**config.mk**
```make
export PLATFORM = sky130hd
export DESIGN_NAME = control_puntaje
export DESIGN_NICKNAME = d
export VERILOG_FILES = /design/src/rtl/control_puntaje.sv
export SDC_FILE = /design/constraint.sdc
export NUM_CORES = 1
export LEC_CHECK = 0
export CORE_MARGIN = 4
export CORE_UTILIZATION = 56
export DETAILED_ROUTE_END_ITERATION = 8
export HOLD_SLACK_MARGIN = 0.08
export PLACE_DENSITY = 0.78
export SETUP_SLACK_MARGIN = 0.3
export SLEW_MARGIN = 25
export SYNTH_ARGS = -nofsm -noshare
export SYNTH_HDL_FRONTEND = slang
export SYNTH_SLANG_ARGS = --single-unit
```
**constraint.sdc**
```tcl
create_clock -name clk -period 9.37 [get_ports clk]
set_input_delay 1.874 -clock clk [delete_from_list [all_inputs] [get_ports clk]]
set_output_delay 1.874 -clock clk [all_outputs]
set_load 0.005 [all_outputs]
```
**src/rtl/control_puntaje.sv**
```systemverilog
// control_puntaje: HEROE score controller with tick/bonus arbitration, clear/hold and BCD display.
// Optional best-score register is built when RECORD_PUNTAJE_EN is defined; record reads 0 otherwise.
module control_puntaje #(
  parameter int unsigned DIVISOR    = 27000000,
  parameter int unsigned MAX_PUNTOS = 999,
  parameter int unsigned BONO_M1    = 10,
  parameter int unsigned BONO_M2    = 30,
  parameter int unsigned BONO_M3    = 45
) (
  input  logic        clk,
  input  logic        rst,
  input  logic [2:0]  presente,
  input  logic [1:0]  W_or_L,
  input  logic [1:0]  mundo,
  input  logic        bono_tomado,
  output logic [9:0]  puntos,
  output logic [27:0] display_puntaje,
  output logic        ocupado,
  output logic [9:0]  record
);

  localparam int unsigned CntW     = (DIVISOR > 1) ? $clog2(DIVISOR) : 1;
  localparam logic [CntW-1:0] PrescMax = CntW'(DIVISOR - 1);
  localparam logic [10:0] MaxPts   = 11'(MAX_PUNTOS);
  localparam logic [6:0]  Glyph0   = 7'b1000000;

  localparam logic [2:0] PresOff  = 3'd0;
  localparam logic [2:0] PresWlcm = 3'd1;
  localparam logic [2:0] PresCh   = 3'd2;
  localparam logic [2:0] PresGame = 3'd3;
  localparam logic [2:0] PresWl   = 3'd4;
  localparam logic [2:0] PresPa   = 3'd5;

  typedef enum logic [2:0] {StIdle, StAddB, StAddT, StClr, StBcd, StOut} state_e;

  state_e          state_q, state_d;
  logic [CntW-1:0] presc_q, presc_d;
  logic [2:0]      presente_q;
  logic            bono_q;
  logic            tick_pend_q, tick_pend_d;
  logic            bono_pend_q, bono_pend_d;
  logic [9:0]      puntos_q, puntos_d;
  logic [25:0]     dd_q, dd_d;   // {bcd[15:0], bin[9:0]} double-dabble shift register
  logic [3:0]      cnt_q, cnt_d;
  logic [27:0]     disp_q, disp_d;

  logic        habil, tick, bono_edge, clear, hold;
  logic [9:0]  bonus_val, pts_b, pts_t;
  logic [10:0] sum_b, sum_t;

  function automatic logic [25:0] dabble_step(input logic [25:0] v);
    logic [25:0] t;
    t = v;
    for (int i = 0; i < 4; i++) begin
      if (t[10+4*i +: 4] >= 4'd5) t[10+4*i +: 4] = t[10+4*i +: 4] + 4'd3;
    end
    return {t[24:0], 1'b0};
  endfunction

  function automatic logic [6:0] glyph(input logic [3:0] d);
    case (d)
      4'd0:    glyph = 7'b1000000;
      4'd1:    glyph = 7'b1111001;
      4'd2:    glyph = 7'b0100100;
      4'd3:    glyph = 7'b0110000;
      4'd4:    glyph = 7'b0011001;
      4'd5:    glyph = 7'b0010010;
      4'd6:    glyph = 7'b0000010;
      4'd7:    glyph = 7'b1111000;
      4'd8:    glyph = 7'b0000000;
      4'd9:    glyph = 7'b0010000;
      default: glyph = 7'b1111111;
    endcase
  endfunction

  assign habil     = (presente == PresGame) && (W_or_L == 2'b00);
  assign tick      = (presc_q == PrescMax);
  assign bono_edge = bono_tomado & ~bono_q;
  assign clear     = (presente != presente_q) && ((presente == PresWlcm) || (presente == PresOff));
  assign hold      = (presente == PresCh) || (presente == PresPa) || (presente == PresWl);
  assign presc_d   = (clear || tick) ? '0 : presc_q + 1'b1;

  always_comb begin
    case (mundo)
      2'd1:    bonus_val = 10'(BONO_M1);
      2'd2:    bonus_val = 10'(BONO_M2);
      2'd3:    bonus_val = 10'(BONO_M3);
      default: bonus_val = 10'd0;
    endcase
  end

  assign sum_b = {1'b0, puntos_q} + {1'b0, bonus_val};
  assign sum_t = {1'b0, puntos_q} + 11'd1;
  assign pts_b = (sum_b > MaxPts) ? MaxPts[9:0] : sum_b[9:0];
  assign pts_t = (sum_t > MaxPts) ? MaxPts[9:0] : sum_t[9:0];

  always_comb begin
    state_d     = state_q;
    puntos_d    = puntos_q;
    dd_d        = dd_q;
    cnt_d       = cnt_q;
    disp_d      = disp_q;
    tick_pend_d = tick_pend_q | (tick & habil);
    bono_pend_d = bono_pend_q | (bono_edge & habil);
    // IDLE looks at the post-set flags so a fresh event starts its ADD on the next cycle.
    unique case (state_q)
      StIdle: begin
        if (bono_pend_d)      state_d = StAddB;
        else if (tick_pend_d) state_d = StAddT;
      end
      StAddB: begin
        bono_pend_d = 1'b0;
        if (!hold) puntos_d = pts_b;
        state_d = StBcd;
      end
      StAddT: begin
        tick_pend_d = tick & habil;
        if (!hold) puntos_d = pts_t;
        state_d = StBcd;
      end
      StClr: state_d = StBcd;
      StBcd: begin
        dd_d  = dabble_step(dd_q);
        cnt_d = cnt_q + 4'd1;
        if (cnt_q == 4'd9) state_d = StOut;
      end
      StOut: begin
        disp_d  = {glyph(dd_q[25:22]), glyph(dd_q[21:18]), glyph(dd_q[17:14]), glyph(dd_q[13:10])};
        state_d = StIdle;
      end
      default: state_d = StIdle;
    endcase
    if (clear) begin
      puntos_d    = '0;
      tick_pend_d = 1'b0;
      bono_pend_d = 1'b0;
      state_d     = (state_q == StIdle) ? StClr : StBcd;
    end
    // Snapshot the freshly written score on every (re)entry into BCD.
    if ((state_d == StBcd) && ((state_q != StBcd) || clear)) begin
      dd_d  = {16'd0, puntos_d};
      cnt_d = '0;
    end
  end

  always_ff @(posedge clk or posedge rst) begin
    if (rst) begin
      state_q     <= StIdle;
      presc_q     <= '0;
      presente_q  <= PresOff;
      bono_q      <= 1'b0;
      tick_pend_q <= 1'b0;
      bono_pend_q <= 1'b0;
      puntos_q    <= '0;
      dd_q        <= '0;
      cnt_q       <= '0;
      disp_q      <= {4{Glyph0}};
    end else begin
      state_q     <= state_d;
      presc_q     <= presc_d;
      presente_q  <= presente;
      bono_q      <= bono_tomado;
      tick_pend_q <= tick_pend_d;
      bono_pend_q <= bono_pend_d;
      puntos_q    <= puntos_d;
      dd_q        <= dd_d;
      cnt_q       <= cnt_d;
      disp_q      <= disp_d;
    end
  end

  assign puntos          = puntos_q;
  assign display_puntaje = disp_q;
  assign ocupado         = (state_q != StIdle);

`ifdef RECORD_PUNTAJE_EN
  logic [9:0] record_q, record_d;

  always_comb begin
    record_d = record_q;
    if ((presente == PresWl) && (presente_q != PresWl) && (puntos_q > record_q)) record_d = puntos_q;
  end

  always_ff @(posedge clk or posedge rst) begin
    if (rst) record_q <= '0;
    else     record_q <= record_d;
  end

  assign record = record_q;
`else
  assign record = '0;
`endif

endmodule
```
==> reports/results.txt, run 1 <==
CTS Sinks: 102
Worst path bufs/invs: 2
Hold_ws: 0.4706 ns
Worst-skew pair later-pin latency: 0.36 ns
Post-synth EDFFs: 0
Slew @ Worst Pin: 0.8368 ns
Detailed Route Iter0 Violations: 313
Met2 Track Usage GR: 34.86%
Vias in the first global route: 4893
Worst Path Required: 9.57 ns
Die W: 113.5 um
Via count: 5160
Count leader, synth: dfrtp_1
Area leader, netlist: dfrtp_1
Final Instance Count excl. Fillers: 887
Critical path's slowest cell: clkdlybuf4s50_1
Ordered list of cells on the worst path: clkdlybuf4s50_1 -> inv_1 -> ha_1 -> or2_2 -> ha_1 -> nand2b_1 -> a21oi_1 -> o21a_1 -> o21bai_2 -> or3b_2 -> a21oi_1 -> a2111oi_2
P&R area growth vs syn: 11.18%
Global route hottest layer: met2
Number of port buffers: 48
Post-cts sizing count: 0
Initial antenna violation count: 0
Final TNS setup: 0 ns
Category of the worst setup path launch point: input port
Fin. max-slew vios: 0
Initial Utilization: 57.25%
Tcrit/Tclk final: 49.38%
Die area: 12880 um2
LEAKAGE: 2.981 nW
Detailed-route wire length: 13.07 mm
Syn. warnings: 0
Congestion Overflow GR: 0
RSZ-0062 raised after global routing: no
Post-DRT Antenna Nets: 0
Detailed-route DRC error count: 0
Setup-failing EPs final: 0
Met3 Resource Use GR: 4.138%
Routability Congestion: 0.9672
CTS Buffer Depth: 2
DIE HEIGHT: 113.5 um
CTS Buf Count: 9
WS Path Type: input port to flop
Yosys top cell area share: 39.34%
Post-Syn Area per Cell: 8.694 um2
Clk slew on worst S/H paths: 0.09 ns
HPWL Detailed: 9.469 mm
Syn Inst Count: 717
Clk_skew: 0.01733 ns
Post-synth top cells: dfrtp_1, nand2_1, nor2_1, a21oi_1, o21ai_0
Via density: 5.817
Yosys cell types: 66
# H-tree levels: 3
Row count: 38
First-pass GRT wire length: 22.47 mm
Maximum fanout along the worst path: 9
Min-delay worst type: flop to flop
Top Ports: 59
Slew HR: 44.22%
MaxCap Viol Count: 0
WL/cell: 14.74 um
Ranking of synthesized cells by area: dfrtp_1, ha_1, nand2_1, a21oi_1, nor2_1
CP top delay family: compound AO/OA/AOI/OAI gates
Total global-route track usage: 20.88%
Post-synth ARST share: 100.0%
Max frequency: 0.2161 GHz
Synthesized flop and latch total: 102
Max IR drop VDD: 0.1318 mV
CP endpoint kind: flop
Postcts setup bufs: 0
Pwr Density: 259.8 nW/um2
Layout Nets: 787
CTS tree: built
Slowest stage delay, CP: 0.48 ns
Power Total: 0.001800 W
Hold Vio Cnt, Final: 0
Sequential-to-total area share from yosys stat: 41.03%
Fin crit period: 4.627 ns
Dpl cells: 871
Final core utilization: 63.65%
# diodes: 0
GRT met1 Usage: 27.73%
CP Data Arrival Time: 4.82 ns
Clock root buffer: clkbuf_8
Status: finished, final reports clean
Initial DRT Pass Iterations: 5
Core Footprint: 10890 um2
Mapped Area: 6233 um2
Synth Flop Type: dfrtp_1
Share of cells above drive strength 1: 6.426%
Cts hold-fix bufs: 0
Largest net degree at the start of global routing: 77
registers in the layout (all words and copies together) (netlist names):
name and count:
bono_q 1, tick_pend_q 1, presente_q 3, dd_q 26, cnt_q 4, presc_q 25
puntos 10, state_q 3, display_puntaje 28, bono_pend_q 1
through the flow:
step / area [um2] / worst slack (ns)
final: 6930 / 4.743
after global routing: 6930 / 4.654
after CTS: 6920 / 4.793
after detailed placement: 6725 / 4.403
after global placement: 6725 / 4.501
after floorplan: 6267 / 4.827
area by class of cell:
type                    instances  area (um2)
clock inverters                 3       46.29
fillers                       957        3958
repair buffers                 52       514.2
clock buffers                  13       148.9
well taps                     140       175.2
inverters                      42       160.2
multi-input cells             535        3328
flip-flops and latches        102        2557
layout by cell type, fill, tap and decap left out, types with 14 or more instances in the layout:
cell type        instances
nand2_1                 96
nor2_1                  68
clkdlybuf4s50_1         48
o31ai_1                 20
nand3_1                 22
o21ai_0                 45
xor2_1                  22
inv_1                   40
a21oi_1                 51
xnor2_1                 20
dfrtp_1                 98
ha_1                    34
nor3_1                  14
routing by layer:
metal  vias to the layer above  wire, um
met2                       151      6300
met3                        20       722
li1                       2519         -
met5                         -         0
met1                      2470      5839
met4                         0       208
kinds of logic (layout without fill, tap and decap cells):
kind of cell               Yosys count  after routing  synth area share [%]
DFF                                102            102                 41.03
adders and majority gates           35             35                 7.146
AOI/OAI and AO/OA                  179            179                 18.53
other                                1             10               0.06016
and+or+nand+nor                    260            260                 19.59
xor gates and xnor gates            42             42                 5.901
muxes                                9              9                 1.525
buffers and inverters               89            110                 6.222
where the power goes:
group | switching [W] | internal [W]
sequential | 0.000157 | 0.000563
combinational | 0.000434 | 0.000370
clock | 0.000145 | 0.000132
total | 0.000735 | 0.00106
worst reg2reg max path, delay by kind of cell, from the launching register on:
family / cells / cell delay [ns]
AO/OA/AOI/OAI: 4 / 0.77
adder cells (fa/ha/maj): 2 / 0.61
flip-flops: 1 / 0.51
AND/OR/NAND/NOR: 2 / 0.46
multiplexers: 1 / 0.31
buffers and inverters: 1 / 0.06
final timing paths:
path	start	end	slack, ns	cells past startpoint
worst min register to register	display_puntaje[17]	display_puntaje[17]	0.47	2
min in group asynchronous	rst	display_puntaje[9]	1.83	2
worst max register to register	puntos[0]	dd_q[0]	6.56	10
worst max-delay path	mundo[0]	dd_q[6]	4.74	12
max in group asynchronous	rst	puntos[4]	6.57	3
worst min-delay path	display_puntaje[17]	display_puntaje[17]	0.47	2
(Power assumes the default switching activity.)
==> inputs of run 2 (changes only) <==
- CORE_UTILIZATION: 56 -> 53
- clock period: 9.37 -> 3.9 ns (I/O delays scaled with it)
==> run 2 against run 1 <==
Net effect: power increased to 2.5 times the previous value; combinational power grew 140%; hold slack better by 0.0027 ns; register-to-register slack lost 5.5 ns; sequential share of layout area down 0.73 points; design area rose by 2.0%; die area rose by 5.3%; critical endpoint is now dd_q[3]; largest power group unchanged; highest routed layer unchanged.
==> reports/results.txt, run 2 (synthesis gave the netlist of run 1 again) <==
Final TNS setup: 0 ns (unchanged)
Clk_skew: 0.007924 ns (-0.009401 ns)
Footprint of the multi-input gates: 3347 um2 (+0.56%)
Max reg flops: 28 (unchanged)
CP Data Arrival Time: 3.63 ns (-1.19 ns)
Hold_ws: 0.4732 ns (+0.002656 ns)
Sw frac: 40.52% (-0.32 points)
Maximum fanout along the worst path: 5 (-4)
Routability Congestion: 0.9296 (-3.9%)
Pwr Density: 640.0 nW/um2 (+150%)
Fin. max-slew vios: 0 (unchanged)
MaxCap Viol Count: 0 (unchanged)
WL/cell: 14.95 um (+1.4%)
Detailed-route DRC error count: 0 (unchanged)
Int Pwr: 0.002691 W (+150%)
Initial antenna violation count: 0 (unchanged)
Max IR drop VDD: 0.3495 mV (+170%)
Top Ports: 59 (unchanged)
Number of port buffers: 48 (unchanged)
Most common cell after layout, fill and taps aside: dfrtp_1
Clk slew on worst S/H paths: 0.07 ns (-0.02 ns)
Fin crit period: 3.412 ns
Vias in the first global route: 4919 (+0.53%)
Dpl cells: 877 (+0.69%)
Tcrit/Tclk final: 87.48%
Worst Path Required: 4.12 ns (-5.45 ns)
Largest net degree at the start of global routing: 63 (-18%)
Final Instance Count excl. Fillers: 894 (+0.79%)
Combinational power share: 43.2% (-1.4 points)
Via count: 5139 (-0.41%)
Slew HR: 44.42% (+0.20 points)
Slew @ Worst Pin: 0.8337 ns (-0.003042 ns)
Layout Nets: 791 (+0.51%)
Post-DRT Antenna Nets: 0 (unchanged)
Clk network pwr share: 18.5% (+3.1 points)
NetSw: 0.001834 W (+150%)
# H-tree levels: 3 (unchanged)
Total global-route track usage: 20.15% (-0.73 points)
CTS Buffer Depth: 2 (unchanged)
Congestion Overflow GR: 0 (unchanged)
Die W: 116.5 um (+2.6%)
HPWL Detailed: 9.535 mm (+0.69%)
# diodes: 0 (unchanged)
WS Path Type: input port to flop
FILL cells: 981 (+2.5%)
Part of the power in registers: 38.3% (-1.7 points)
Status: finished, final reports clean
RSZ-0062 raised after global routing: no
CTS tree: built
Initial DRT Pass Iterations: 5 (unchanged)
P&R area growth vs syn: 13.43%
Most frequent cells in the layout: dfrtp_1, nand2_1, nor2_1, a21oi_1, clkdlybuf4s50_1
CP endpoint kind: flop
CTS Buf Count: 9 (unchanged)
Hold Vio Cnt, Final: 0 (unchanged)
FF+latch area: 2557 um2 (unchanged)
Share of cells above drive strength 1: 7.723% (+1.3 points)
CTS Sinks: 102 (unchanged)
First-pass GRT wire length: 22.53 mm (+0.28%)
Core Footprint: 11470 um2 (+5.3%)
Detailed Route Iter0 Violations: 357 (+14%)
Row count: 39 (+2.6%)
LEAKAGE: 3.044 nW (+2.1%)
Worst-skew pair later-pin latency: 0.34 ns (-0.02 ns)
Category of the worst setup path launch point: input port
Setup-failing EPs final: 0 (unchanged)
Max frequency: 0.2931 GHz
Min-delay worst type: flop to flop
DIE HEIGHT: 116.5 um (+2.6%)
Clock root buffer: clkbuf_16
Die area: 13560 um2 (+5.3%)
Via density: 5.748 (-1.2%)
Power Total: 0.004525 W (+150%)
Initial Utilization: 54.36% (-2.9 points)
Detailed-route wire length: 13.36 mm (+2.2%)
## run 2: cell types whose count changed in the layout (fill, tap and decap cells not counted), moves of 3 or more
| cell | previous run | this run |
|---|---|---|
| clkbuf_16 | 0 | 9 |
| clkinv_2 | 0 | 3 |
| clkbuf_1 | 3 | 0 |
| clkbuf_8 | 10 | 0 |
| buf_4 | 3 | 7 |
## run 2: worst max-delay path, cell delays in order
cell	delay, ns
clkdlybuf4s50_1	0.50
ha_1	0.22
ha_1	0.19
inv_1	0.06
fa_1	0.39
nand2b_1	0.19
a21oi_1	0.25
mux2i_1	0.33
o221ai_2	0.17
nor4_4	0.15
buf_4	0.18
o21ba_2	0.16
o31ai_1	0.07
## run 2: power groups by stage
| stage | clock [W] | sequential (W) | combinational [W] |
|---|---|---|---|
| floorplan | 0 | 0.00157 | 0.00146 |
| finish | 0.000839 | 0.00173 | 0.00195 |
| global route | 0.000898 | 0.00179 | 0.00221 |
| detailed placement | 0 | 0.00175 | 0.00194 |
| CTS | 0.000859 | 0.00173 | 0.00195 |
| global placement | 0 | 0.00173 | 0.00189 |
## run 2: layout make-up
cell class | count | area share (%)
clock buffer | 9 | 3.185
clock inverter | 7 | 0.6901
sequential | 102 | 36.17
timing repair buffer | 56 | 7.822
multi-input combinational | 535 | 47.34
tap | 143 | 2.531
inverter | 42 | 2.265
## run 2: path summary, 6_finish.rpt
| kind | from | end | slack [ns] | cells after the start |
|---|---|---|---|---|
| setup reg to reg | puntos[0] | dd_q[3] | 1.06 | 11 |
| setup / recovery | mundo[1] | dd_q[3] | 0.49 | 13 |
| hold / removal | display_puntaje[20] | display_puntaje[20] | 0.47 | 2 |
| hold reg to reg | display_puntaje[20] | display_puntaje[20] | 0.47 | 2 |
| max in group asynchronous | rst | dd_q[12] | 2.28 | 3 |
| min in group asynchronous | rst | display_puntaje[17] | 0.94 | 2 |
## run 2: through the flow
step                      area, um2  setup WS, ns  util (%)
final                          7071        0.4883     61.66
after global routing           7071        0.3387     61.66
after CTS                      7038        0.3955     61.37
after detailed placement       6764       0.05023     58.99
after global placement         6764        0.2481     58.99
after floorplan                6267        0.4511         -
## run 2: timing repair
item	in CTS	in global routing
gates resized for setup	0	3
hold buffers	0	0
buffers inserted	0	1
setup endpoints to repair	0	7
## run 2: routing by layer
layer | up-vias | global-route usage, % | routed length (um)
li1 | 2519 | - | -
met1 | 2452 | 27.28 | 5973
met2 | 143 | 33.52 | 6525
met3 | 25 | 3.316 | 685
met4 | 0 | 5.800 | 178
met5 | - | 0 | 0
